==> config.mk <==
export PLATFORM = sky130hd
export DESIGN_NAME = fpu_issue_ctrl
export DESIGN_NICKNAME = d
export VERILOG_FILES = /design/src/rtl/fpu_pkg.sv /design/src/rtl/fpu_issue_ctrl.sv
export SDC_FILE = /design/constraint.sdc
export NUM_CORES = 1
export LEC_CHECK = 0
export CAP_MARGIN = 5
export CORE_ASPECT_RATIO = 0.7
export CORE_UTILIZATION = 41
export CTS_CLUSTER_DIAMETER = 200
export DETAILED_ROUTE_END_ITERATION = 6
export GPL_TIMING_DRIVEN = 1
export PLACE_DENSITY = 0.8
export SETUP_SLACK_MARGIN = 0.2
export SYNTH_ARGS = -nofsm -noshare
export SYNTH_HDL_FRONTEND = slang
export SYNTH_SLANG_ARGS = --single-unit
==> constraint.sdc <==
create_clock -name clk_i -period 5.3 [get_ports clk_i]
set_clock_uncertainty 0.05 [all_clocks]
set_input_delay 1.06 -clock clk_i [delete_from_list [all_inputs] [get_ports clk_i]]
set_output_delay 1.06 -clock clk_i [all_outputs]
set_load 0.1 [all_outputs]
==> src/rtl/fpu_pkg.sv <==
// Shared definitions for the FPU issue controller: flag bit positions, FSM encoding,
// default launch-to-result latency and the sticky-flag update rule.
package fpu_pkg;

  localparam int unsigned LatencyDefault = 10;
  localparam int unsigned NumFlags       = 5;

  localparam int unsigned FlagIne       = 4;
  localparam int unsigned FlagOverflow  = 3;
  localparam int unsigned FlagUnderflow = 2;
  localparam int unsigned FlagInf       = 1;
  localparam int unsigned FlagZero      = 0;

  typedef logic [NumFlags-1:0] flags_t;

  typedef enum logic [1:0] {
    StIdle = 2'd0,
    StWait = 2'd1,
    StResp = 2'd2
  } state_e;

  // A clear coinciding with a capture drops the old history but keeps the new flags.
  function automatic flags_t sticky_update(input flags_t cur, input flags_t flags,
                                           input logic capture, input logic clr);
    flags_t base;
    base = clr ? '0 : cur;
    return capture ? (base | flags) : base;
  endfunction

endpackage

==> src/rtl/fpu_issue_ctrl.sv <==
// Issues one operation at a time to an external fixed-latency FPU, captures its result
// after LATENCY cycles and holds it until the consumer accepts it.
module fpu_issue_ctrl
  import fpu_pkg::*;
#(
  parameter int unsigned LATENCY = LatencyDefault
) (
  input  logic        clk_i,
  input  logic        RST,
  input  logic        req_valid_i,
  output logic        req_ready_o,
  input  logic [31:0] req_opa_i,
  input  logic [31:0] req_opb_i,
  input  logic        req_op_i,
  input  logic [1:0]  req_mode_i,
  output logic [31:0] fpu_opa_o,
  output logic [31:0] fpu_opb_o,
  output logic        fpu_op_o,
  output logic [1:0]  fpu_mode_o,
  input  logic [31:0] fpu_result_i,
  input  logic [4:0]  fpu_flags_i,
  output logic        rsp_valid_o,
  input  logic        rsp_ready_i,
  output logic [31:0] rsp_result_o,
  output logic [4:0]  rsp_flags_o,
  output logic [4:0]  sticky_flags_o,
  input  logic        sticky_clr_i,
  output logic [15:0] op_count_o
);

  localparam logic [3:0] LatLoad = 4'(LATENCY);

  state_e      r_state;
  state_e      w_state_nxt;
  logic [3:0]  r_cnt;
  logic [31:0] r_opa;
  logic [31:0] r_opb;
  logic        r_op;
  logic [1:0]  r_mode;
  logic        r_rsp_valid;
  logic [31:0] r_rsp_result;
  flags_t      r_rsp_flags;
  flags_t      r_sticky;
  logic [15:0] r_op_count;

  logic        w_ready;
  logic        w_accept;
  logic        w_capture;
  logic        w_release;

  // State register
  always_ff @(posedge clk_i or posedge RST) begin
    if (RST) begin
      r_state <= StIdle;
    end else begin
      r_state <= w_state_nxt;
    end
  end

  // Next-state logic
  always_comb begin
    w_state_nxt = r_state;
    unique case (r_state)
      StIdle:  if (req_valid_i) w_state_nxt = StWait;
      StWait:  if (r_cnt == 4'd1) w_state_nxt = StResp;
      StResp:  if (rsp_ready_i) w_state_nxt = StIdle;
      default: w_state_nxt = StIdle;
    endcase
  end

  // Output / control decode
  always_comb begin
    w_ready   = 1'b0;
    w_capture = 1'b0;
    w_release = 1'b0;
    unique case (r_state)
      StIdle:  w_ready   = ~RST;
      StWait:  w_capture = (r_cnt == 4'd1);
      StResp:  w_release = rsp_ready_i;
      default: w_ready   = 1'b0;
    endcase
  end

  assign w_accept = w_ready & req_valid_i;

  always_ff @(posedge clk_i or posedge RST) begin
    if (RST) begin
      r_cnt <= 4'd0;
    end else if (w_accept) begin
      r_cnt <= LatLoad;
    end else if (r_state == StWait) begin
      r_cnt <= r_cnt - 4'd1;
    end
  end

  // Launch registers only move on acceptance so the FPU sees stable operands throughout.
  always_ff @(posedge clk_i or posedge RST) begin
    if (RST) begin
      r_opa  <= 32'd0;
      r_opb  <= 32'd0;
      r_op   <= 1'b0;
      r_mode <= 2'd0;
    end else if (w_accept) begin
      r_opa  <= req_opa_i;
      r_opb  <= req_opb_i;
      r_op   <= req_op_i;
      r_mode <= req_mode_i;
    end
  end

  always_ff @(posedge clk_i or posedge RST) begin
    if (RST) begin
      r_rsp_valid  <= 1'b0;
      r_rsp_result <= 32'd0;
      r_rsp_flags  <= '0;
    end else if (w_capture) begin
      r_rsp_valid  <= 1'b1;
      r_rsp_result <= fpu_result_i;
      r_rsp_flags  <= fpu_flags_i;
    end else if (w_release) begin
      r_rsp_valid  <= 1'b0;
    end
  end

  always_ff @(posedge clk_i or posedge RST) begin
    if (RST) begin
      r_sticky   <= '0;
      r_op_count <= 16'd0;
    end else begin
      r_sticky <= sticky_update(r_sticky, fpu_flags_i, w_capture, sticky_clr_i);
      if (w_capture) begin
        r_op_count <= r_op_count + 16'd1;
      end
    end
  end

  assign req_ready_o    = w_ready;
  assign fpu_opa_o      = r_opa;
  assign fpu_opb_o      = r_opb;
  assign fpu_op_o       = r_op;
  assign fpu_mode_o     = r_mode;
  assign rsp_valid_o    = r_rsp_valid;
  assign rsp_result_o   = r_rsp_result;
  assign rsp_flags_o    = r_rsp_flags;
  assign sticky_flags_o = r_sticky;
  assign op_count_o     = r_op_count;

endmodule
# After elaboration in Yosys (flattened, before gate mapping)
# Cells that the tools add are included.
# totals
in_bits,109
reg_bits,132
output_inout_bits,127
word_cells,39
# classes
reduce_logical,4
n_mux,13
n_addsub,2
n_bitwise,3
eq_ne,6
# op_table
operator,count
16-bit by 1-bit adder with 16-bit output (second input constant),1
5-bit two-way mux,2
4-bit two-way mux,2
2-bit two-way mux,3
2-bit inequality test (second input constant),3
2-bit one-hot mux with 3 select lines,1
1-bit two-way mux,5
5-bit OR,1
4-bit by 1-bit == test with 1-bit output (second input constant),1
2-bit nonzero test,2
4-bit by 1-bit subtractor with 4-bit output (second input constant),1
3-bit AND reduction,1
2-bit by 1-bit == test with 1-bit output (second input constant),1
2-bit == test (second input constant),1
2-bit zero test,1
1-bit bitwise AND,1
1-bit inverter,1

# Depth between registers and ports, before layout
# Gate-level depths: netlist (run 1).
# depth
word_depth,4
depth_mapped,8
mapped_depth_nobuf,6

# Least setup slack after synthesis (run 1)
# Ideal clock, no wire load.
# synth_timing
path_kind,input -> register
startpoint,input port RST
endpoint,register r_opb[10] (netlist: fpu_opb_o[10])
arrival_time_ns,4.224
path_buffers,2
setup_ns,0.120
path_slack_ns,0.906
required_time_ns,5.130
path_stages,6
path_cell_list,nor3_1 -> nand2_1 -> clkbuf_1 -> clkbuf_1 -> nand2_1 -> nand2_1
# synth_between
elab_chain_len,3
# synth_lines
item,line,source
start: declaration,fpu_issue_ctrl.sv:9,"input logic RST,"
1-bit inverter,fpu_issue_ctrl.sv:77,StIdle: w_ready = ~RST;
1-bit two-way mux,fpu_issue_ctrl.sv:76,unique case (r_state)
1-bit bitwise AND,fpu_issue_ctrl.sv:84,assign w_accept = w_ready & req_valid_i;
end signal: assignment,fpu_issue_ctrl.sv:105,r_opb <= req_opb_i;
end: declaration,fpu_issue_ctrl.sv:37,logic [31:0] r_opb;
# Every way passes these cells.
# A chain may end at the register's enable or synchronous reset.

# Worst setup path in the final report (run 1)
# layout_timing
startpoint,input port RST
endpoint,output port req_ready_o
# layout_between
elab_chain_len,2
# layout_lines
item,line,source
1-bit inverter,fpu_issue_ctrl.sv:77,
1-bit two-way mux,fpu_issue_ctrl.sv:76,
end: declaration,fpu_issue_ctrl.sv:11,"output logic req_ready_o,"
# Every way passes these cells.

==> results of run 1 <==
flip-flops by register name (all words and copies together), names as in the netlist:
| signal | cells |
|---|---|
| op_count_o | 16 |
| fpu_opb_o | 32 |
| rsp_valid_o | 1 |
| rsp_flags_o | 5 |
| r_cnt | 4 |
| r_state | 2 |
| fpu_op_o | 1 |
| sticky_flags_o | 5 |
| rsp_result_o | 32 |
| fpu_mode_o | 2 |
| fpu_opa_o | 32 |
cell usage after synthesis, drive strengths merged, types with 2 or more instances:
cell type  instances  area, sq um
inv               10        37.54
nand2            326         1224
o21ai              6        30.03
nand4              2        12.51
nor2              12        45.04
and4               2        17.52
xnor2              9        78.83
xor2               9        78.83
nor3               5        46.30
or3                2        12.51
clkbuf            18        67.56
ha                 3        37.54
nor3b              2        15.01
nand2b             2        12.51
dfrtp            132         3303
nand3              5        25.02
buf                6        36.28
final timing paths:
kind	to	cells after the start	start
max in group asynchronous	fpu_opb_o[25]	3	RST
hold reg to reg	op_count_o[15]	1	op_count_o[15]
hold / removal	op_count_o[15]	1	op_count_o[15]
setup reg to reg	fpu_opa_o[18]	5	r_state[0]
min in group asynchronous	rsp_result_o[31]	2	RST
setup / recovery	req_ready_o	3	RST
per-stage QoR:
stage                     hold WS (ps)  setup WS [ps]
after global routing             439.6           1955
final                            414.8           1978
after floorplan                  439.6          664.0
after detailed placement         408.5           1938
after global placement           406.4           2010
after CTS                        418.5           1967
kinds of logic after synthesis:
kind of cell               Yosys count
xor gates and xnor gates            18
and+or+nand+nor                    363
DFF                                132
buffers and inverters               34
adders and majority gates            3
AOI/OAI and AO/OA                    9
per-layer routing:
metal / share of wire, % / wire, microns
met4: 1.4 / 202
met5: 0 / 0
met1: 42 / 5883
met2: 49 / 6854
met3: 7.2 / 1007
cell type report:
class	count	area share (%)
timing repair buffer	241	29.05
sequential	132	40.07
inverter	10	0.4857
tap	157	2.383
clock inverter	12	1.897
clock buffer	19	5.494
multi-input combinational	393	20.63
==> run_results.csv, run 1 <==
group,metric,value,unit
status,status,"finished clean",
route,vias,4508,
clock_tree,cts_tree,"done",
cells_and_area,fin_cells,964,
sta,period_share,62.68,%
global_routing,grt_pass1_wl,22.13,mm
min_path,hp-class,"reg -> reg",
worst_setup_path,startpoint_type,"input pin",
global_routing,use_met3,7.337,%
yosys,ys_ff_latch,132,
yosys,syn_area_per_cell,9.193,sq um
worst_setup_path,crit_type,"in -> out",
cells_and_area,area_growth,60.43,%
worst_setup_path,critPathBufInv,2,
sta,grt_setup_unrepaired,"false",
worst_setup_path,cp_max_fo,3,
floorplan,io_pins,236,
yosys,synth_edf_count,0,
route,first_pass_iters,4,
route,antenna_left,0,
route,drt_wl_total,13.95,mm
yosys,seq_area_frac_synth,64.28,%
yosys,yosys.area_share.adder,0.7305,%
job,maxCapViolations,0,
route,drt_iter0_drc,161,
yosys,syn-num-nets,671,
global_routing,grt_max_degree,70,
placed_design,place_hpwl,9.961,mm
yosys,muxShareOfSynthArea,0,%
route,routedWlPerCell,14.47,microns
floorplan,rows,33,
global_routing,grtUsageMet2,38.14,%
yosys,synthCells,559,
global_routing,antenna_found_initial,0,
worst_setup_path,cp.arrival,2210,ps
worst_setup_path,worstPathCellList,"clkdlybuf4s50_1, nor3_1, buf_4",
floorplan,die_w,135.8,microns
sta,maxSlewViolCount,0,
yosys,synth_compound_area_share,0.9739,%
yosys,synth_top_family_by_area,"simple AND/OR/NAND/NOR gates",
clock_tree,hold_buffers,0,
clock_tree,cts_setup_buffers,0,
global_routing,busiest_layer,"met2",
yosys,async_flop_share,100.0,%
route,drc,0,
cells_and_area,multi_input_area,1700,sq um
worst_setup_path,cp_slowest_stage_delay,460,ps
floorplan,die_area,12990,sq um
clock_tree,cts_buffers,17,
sta,finalSetupTns,0,ps
cells_and_area,utilization,68.85,%
cells_and_area,drive_gt1_share,5.700,%
clock_tree,clkSinkCount,132,
clock_tree,cts_buffer_depth,2,
placed_design,numPortBuffers,235,
worst_setup_path,timing.reg2reg.setup_slack,2950,ps
global_routing,grt_pass1_vias,4636,
sta,setup_viol,0,
yosys,synth-main-ff-cell,"dfrtp_1",
global_routing,grt_overflow_total,0,
cells_and_area,seq_area,3303,sq um
cells_and_area,fin_nets,907,
worst_setup_path,cp-end-kind,"output pin",
clock_tree,clkLatencyLatePin,390,ps
route,viasPerCell,4.676,
clock_tree,path_clk_slew,50,ps
worst_setup_path,crit_slowest_cell,"clkdlybuf4s50_1",
yosys,yosys.area_share.simple,28.20,%
global_routing,grtUsageMet1,26.32,%
floorplan,initial_core_util,42.92,%
sta,max_slew.worst_pin.slew,1011,ps
worst_setup_path,cp_top_family,"buffers and inverters",
yosys,synth_area,5139,sq um
sta,slew_headroom,32.37,%
sta,hold_violations,0,
placed_design,dp.cells,933,
yosys,yosysWarningCount,0,
clock_tree,cts_resized,0,
yosys,synth_xor_area_share,3.068,%
floorplan,die_h,95.67,microns
clock_tree,htree_levels,4,
cells_and_area,layout_common_cells,"nand2_1 (325), clkdlybuf4s50_1 (234), dfrtp_1 (132)",
worst_setup_path,required,4190,ps
floorplan,core-area,11970,sq um
cells_and_area,fin_area,8244,sq um
placed_design,gp_congestion,0.7906,
sta,post-route-min-period,3322,ps
placed_design,placed_area,7635,sq um
cells_and_area,diodes,0,
yosys,synth_cell_types,28,
cells_and_area,final_common_cell,"nand2_1",
global_routing,grt_usage,22.20,%
cells_and_area,fillers,908,
sta,max_freq,0.3010,GHz
clock_tree,cts-root-buf,"clkbuf_16",
Power of run 1 is not shown: default switching activity piles up to over one toggle a cycle in this logic, so the estimate is an artifact.
==> run 2: changes to the inputs <==
- CORE_UTILIZATION: 41 -> 37
- PLACE_DENSITY: 0.8 -> 0.76
- clock period: 5.3 -> 3.03 ns (I/O delays scaled with it)
==> run_results.csv, run 2 (same netlist as run 1, synthesis figures left out) <==
group,metric,value,unit
status,status,"finished clean",
cells_and_area,diodes,0,
worst_setup_path,cp_slowest_stage_delay,490,ps
sta,maxSlewViolCount,0,
floorplan,initial_core_util,38.47,%
cells_and_area,fin_nets,908,
global_routing,grt_overflow_total,0,
clock_tree,hold_buffers,0,
global_routing,grt_pass1_wl,21.20,mm
min_path,hp-class,"reg -> reg",
route,drc,0,
placed_design,place_hpwl,9.620,mm
sta,max_freq,0.4518,GHz
route,drt_iter0_drc,187,
sta,finalSetupTns,0,ps
global_routing,grt_max_degree,70,
worst_setup_path,crit_slowest_cell,"clkdlybuf4s50_1",
clock_tree,path_clk_slew,60,ps
clock_tree,cts_tree,"done",
worst_setup_path,worstPathCellList,"clkdlybuf4s50_1, nor3_4, buf_12",
route,first_pass_iters,4,
global_routing,grt_pass1_vias,4260,
worst_setup_path,startpoint_type,"input pin",
clock_tree,cts_setup_buffers,0,
global_routing,antenna_found_initial,0,
sta,setup_viol,0,
sta,slew_headroom,52.16,%
cells_and_area,drive_gt1_share,21.44,%
cells_and_area,final_common_cell,"nand2_1",
cells_and_area,area_growth,56.12,%
clock_tree,htree_levels,4,
clock_tree,clkSinkCount,132,
job,maxCapViolations,0,
clock_tree,clkLatencyLatePin,400,ps
placed_design,gp_congestion,0.7780,
sta,max_slew.worst_pin.slew,717.7,ps
sta,grt_setup_unrepaired,"false",
clock_tree,cts_buffers,17,
route,viasPerCell,4.470,
worst_setup_path,cp.arrival,1560,ps
floorplan,die_h,100.6,microns
floorplan,die_area,14370,sq um
worst_setup_path,cp_max_fo,3,
route,antenna_left,0,
worst_setup_path,timing.reg2reg.setup_slack,990,ps
clock_tree,cts_buffer_depth,2,
floorplan,core-area,13360,sq um
sta,hold_violations,0,
global_routing,grt_usage,19.09,%
sta,period_share,73.05,%
clock_tree,cts_resized,0,
route,vias,4434,
cells_and_area,utilization,60.07,%
cells_and_area,fillers,1110,
clock_tree,cts-root-buf,"clkbuf_16",
placed_design,numPortBuffers,235,
worst_setup_path,crit_type,"in -> out",
worst_setup_path,required,2370,ps
sta,holdWs,421.4,ps
cells_and_area,layout_common_cells,"nand2_1 (325), dfrtp_1 (132), buf_4 (130)",
worst_setup_path,cp-end-kind,"output pin",
route,drt_wl_total,13.44,mm
min_path,hold_depth,2,
floorplan,rows,35,
floorplan,io_pins,236,
sta,post-route-min-period,2213,ps
worst_setup_path,ff2ff_path_depth,6,
route,routedWlPerCell,13.55,microns
floorplan,die_w,142.9,microns
run 2: final timing paths:
check	start	end
worst max-delay path	RST	req_ready_o
worst min-delay path	fpu_opb_o[7]	fpu_opb_o[7]
worst max register to register	r_cnt[1]	op_count_o[11]
worst min register to register	fpu_opb_o[7]	fpu_opb_o[7]
max in group asynchronous	RST	fpu_opa_o[14]
min in group asynchronous	RST	sticky_flags_o[1]
run 2: cell type report:
cell class                      instances  area, sq um  area share (%)
Clock buffer                           18        439.2           5.474
Clock inverter                         12        158.9           1.981
Sequential cell                       132         3303           41.17
Timing Repair Buffer                  242         2137           26.64
Multi-Input combinational cell        393         1712           21.33
Tap cell                              185        231.5           2.885
Inverter                               10        41.29          0.5147
run 2: per-layer routing:
metal / up-vias / global-route usage [%] / wire length (microns)
met5: - / 0 / 0
met3: 20 / 6.081 / 1020
met4: 0 / 7.444 / 208
met1: 2062 / 24.33 / 5871
li1: 2181 / - / -
met2: 171 / 30.39 / 6340
run 2: critical path, delay by kind of cell:
family	cells	cell delay (ps)
buf+inv	2	700
simple gates	1	240
run 2: stage by stage:
step	setup slack [ps]	instance area [sq um]	std cells
after floorplan	645.8	5154	559
after global placement	669.8	7425	962
after detailed placement	634.8	7425	962
after CTS	815.1	8023	992
after global routing	807.2	8023	992
final	816.6	8023	992
Power of run 2 is left out for the same reason.
==> run 3: changes to the inputs <==
- CORE_UTILIZATION: 37 -> 41
- PLACE_DENSITY: 0.76 -> 0.8
- clock period: 3.03 -> 2.3 ns (I/O delays scaled with it)
==> run_results.csv, run 3 (same netlist as run 1, synthesis figures left out) <==
group,metric,value,unit
worst_setup_path,startpoint_type,"input pin",
floorplan,initial_core_util,42.92,%
min_path,hold_depth,2,
clock_tree,cts-root-buf,"clkbuf_16",
worst_setup_path,crit_slowest_cell,"clkdlybuf4s50_1",
floorplan,die_w,135.8,microns
clock_tree,hold_buffers,0,
worst_setup_path,cp-end-kind,"output pin",
placed_design,place_hpwl,9.322,mm
worst_setup_path,critical_path_depth,3,
job,maxCapViolations,0,
min_path,hp-class,"reg -> reg",
cells_and_area,multi_input_area,1717,sq um
sta,slew_headroom,70.37,%
worst_setup_path,critPathBufInv,2,
cells_and_area,fin_nets,908,
global_routing,grt_max_degree,70,
clock_tree,cts_setup_buffers,0,
global_routing,grt_pass1_vias,4324,
cells_and_area,fillers,964,
placed_design,numPortBuffers,235,
worst_setup_path,ff2ff_path_depth,6,
sta,max_freq,0.5020,GHz
global_routing,grt_pass1_wl,20.82,mm
clock_tree,clkSinkCount,132,
route,drc,0,
worst_setup_path,worstPathCellList,"clkdlybuf4s50_1, nor3_4, buf_12",
status,status,"finished clean",
floorplan,die_h,95.67,microns
cells_and_area,seq_area,3303,sq um
global_routing,grt_overflow_total,0,
route,viasPerCell,4.640,
sta,maxSlewViolCount,0,
sta,hold_violations,0,
cells_and_area,final_common_cell,"nand2_1",
route,first_pass_iters,5,
route,drt_wl_total,13.40,mm
sta,post-route-min-period,1992,ps
route,vias,4482,
floorplan,core-area,11970,sq um
worst_setup_path,cp_top_family,"buffers and inverters",
clock_tree,cts_resized,0,
sta,finalSetupTns,0,ps
route,drt_iter0_drc,236,
clock_tree,cts_tree,"done",
cells_and_area,diodes,0,
worst_setup_path,cp.arrival,1480,ps
floorplan,die_area,12990,sq um
floorplan,io_pins,236,
sta,max_slew.worst_pin.slew,443.5,ps
worst_setup_path,crit_type,"in -> out",
cells_and_area,drive_gt1_share,21.51,%
clock_tree,cts_buffers,17,
route,routedWlPerCell,13.87,microns
global_routing,antenna_found_initial,0,
clock_tree,path_clk_slew,50,ps
cells_and_area,area_growth,57.49,%
clock_tree,cts_buffer_depth,2,
route,antenna_left,0,
sta,period_share,86.61,%
worst_setup_path,required,1790,ps
worst_setup_path,cp_slowest_stage_delay,500,ps
global_routing,grt_usage,20.82,%
floorplan,rows,33,
placed_design,gp_congestion,0.7735,
clock_tree,clkLatencyLatePin,400,ps
clock_tree,htree_levels,4,
sta,grt_setup_unrepaired,"false",
worst_setup_path,cp_max_fo,3,
sta,setup_viol,0,
cells_and_area,layout_common_cells,"nand2_1 (325), dfrtp_1 (132), buf_4 (128)",
-- run 3: changes by cell type in the layout (fill, tap and decap cells not counted), sizes merged --
cell / delta
bufinv: +3
clkinvlp: -3
clkbuf: +2
clkinv: -1
inv: +1
-- run 3: through the flow --
stage / setup slack (ps) / util (%) / hold WS (ps) / cells / instance area [sq um]
5_1_grt: 242.6 / 67.59 / 437.8 / 966 / 8093
2_1_floorplan: 38.28 / - / 439.6 / 559 / 5195
6_report: 308.1 / 67.59 / 419.8 / 966 / 8093
3_5_place_dp: 194.1 / 61.92 / 411.9 / 934 / 7415
3_3_place_gp: 272.1 / 61.92 / 404.8 / 934 / 7415
4_1_cts: 233.2 / 67.54 / 426.5 / 966 / 8088
-- run 3: layer usage --
metal  up-vias  wire length, microns  part of all wire [%]  global-route usage, %
met5         -                     0                     0                      0
met2       151                  6550                    49                  34.35
met4         0                   123                  0.92                  6.461
li1       2182                     -                     -                      -
met3        10                   863                   6.4                  6.380
met1      2139                  5862                    44                  26.31
-- run 3: path summary, 6_finish.rpt --
path                            startpoint              end  slack, ps
hold / removal             rsp_result_o[7]  rsp_result_o[7]        420
min in group asynchronous              RST  rsp_result_o[7]        460
setup / recovery                       RST      req_ready_o        310
max in group asynchronous              RST    fpu_mode_o[0]       1140
setup reg to reg                  r_cnt[1]   op_count_o[11]        330
hold reg to reg            rsp_result_o[7]  rsp_result_o[7]        420
-- run 3: final cells by class --
class | instances | share of cell area (%)
Clock inverter | 12 | 2.798
Timing Repair Buffer | 242 | 26.72
Multi-Input combinational cell | 393 | 21.21
Tap cell | 157 | 2.427
Clock buffer | 20 | 5.519
Inverter | 10 | 0.5102
Sequential cell | 132 | 40.82
-- run 3: worst reg2reg max path: cells and delay by family, from the launching register on --
kind,cells,cell delay (ps)
simple gates,3,1040
flops,1,390
xor+xnor,1,170
fa+ha+maj,1,160
buf+inv,1,90
Power of run 3 is left out for the same reason.
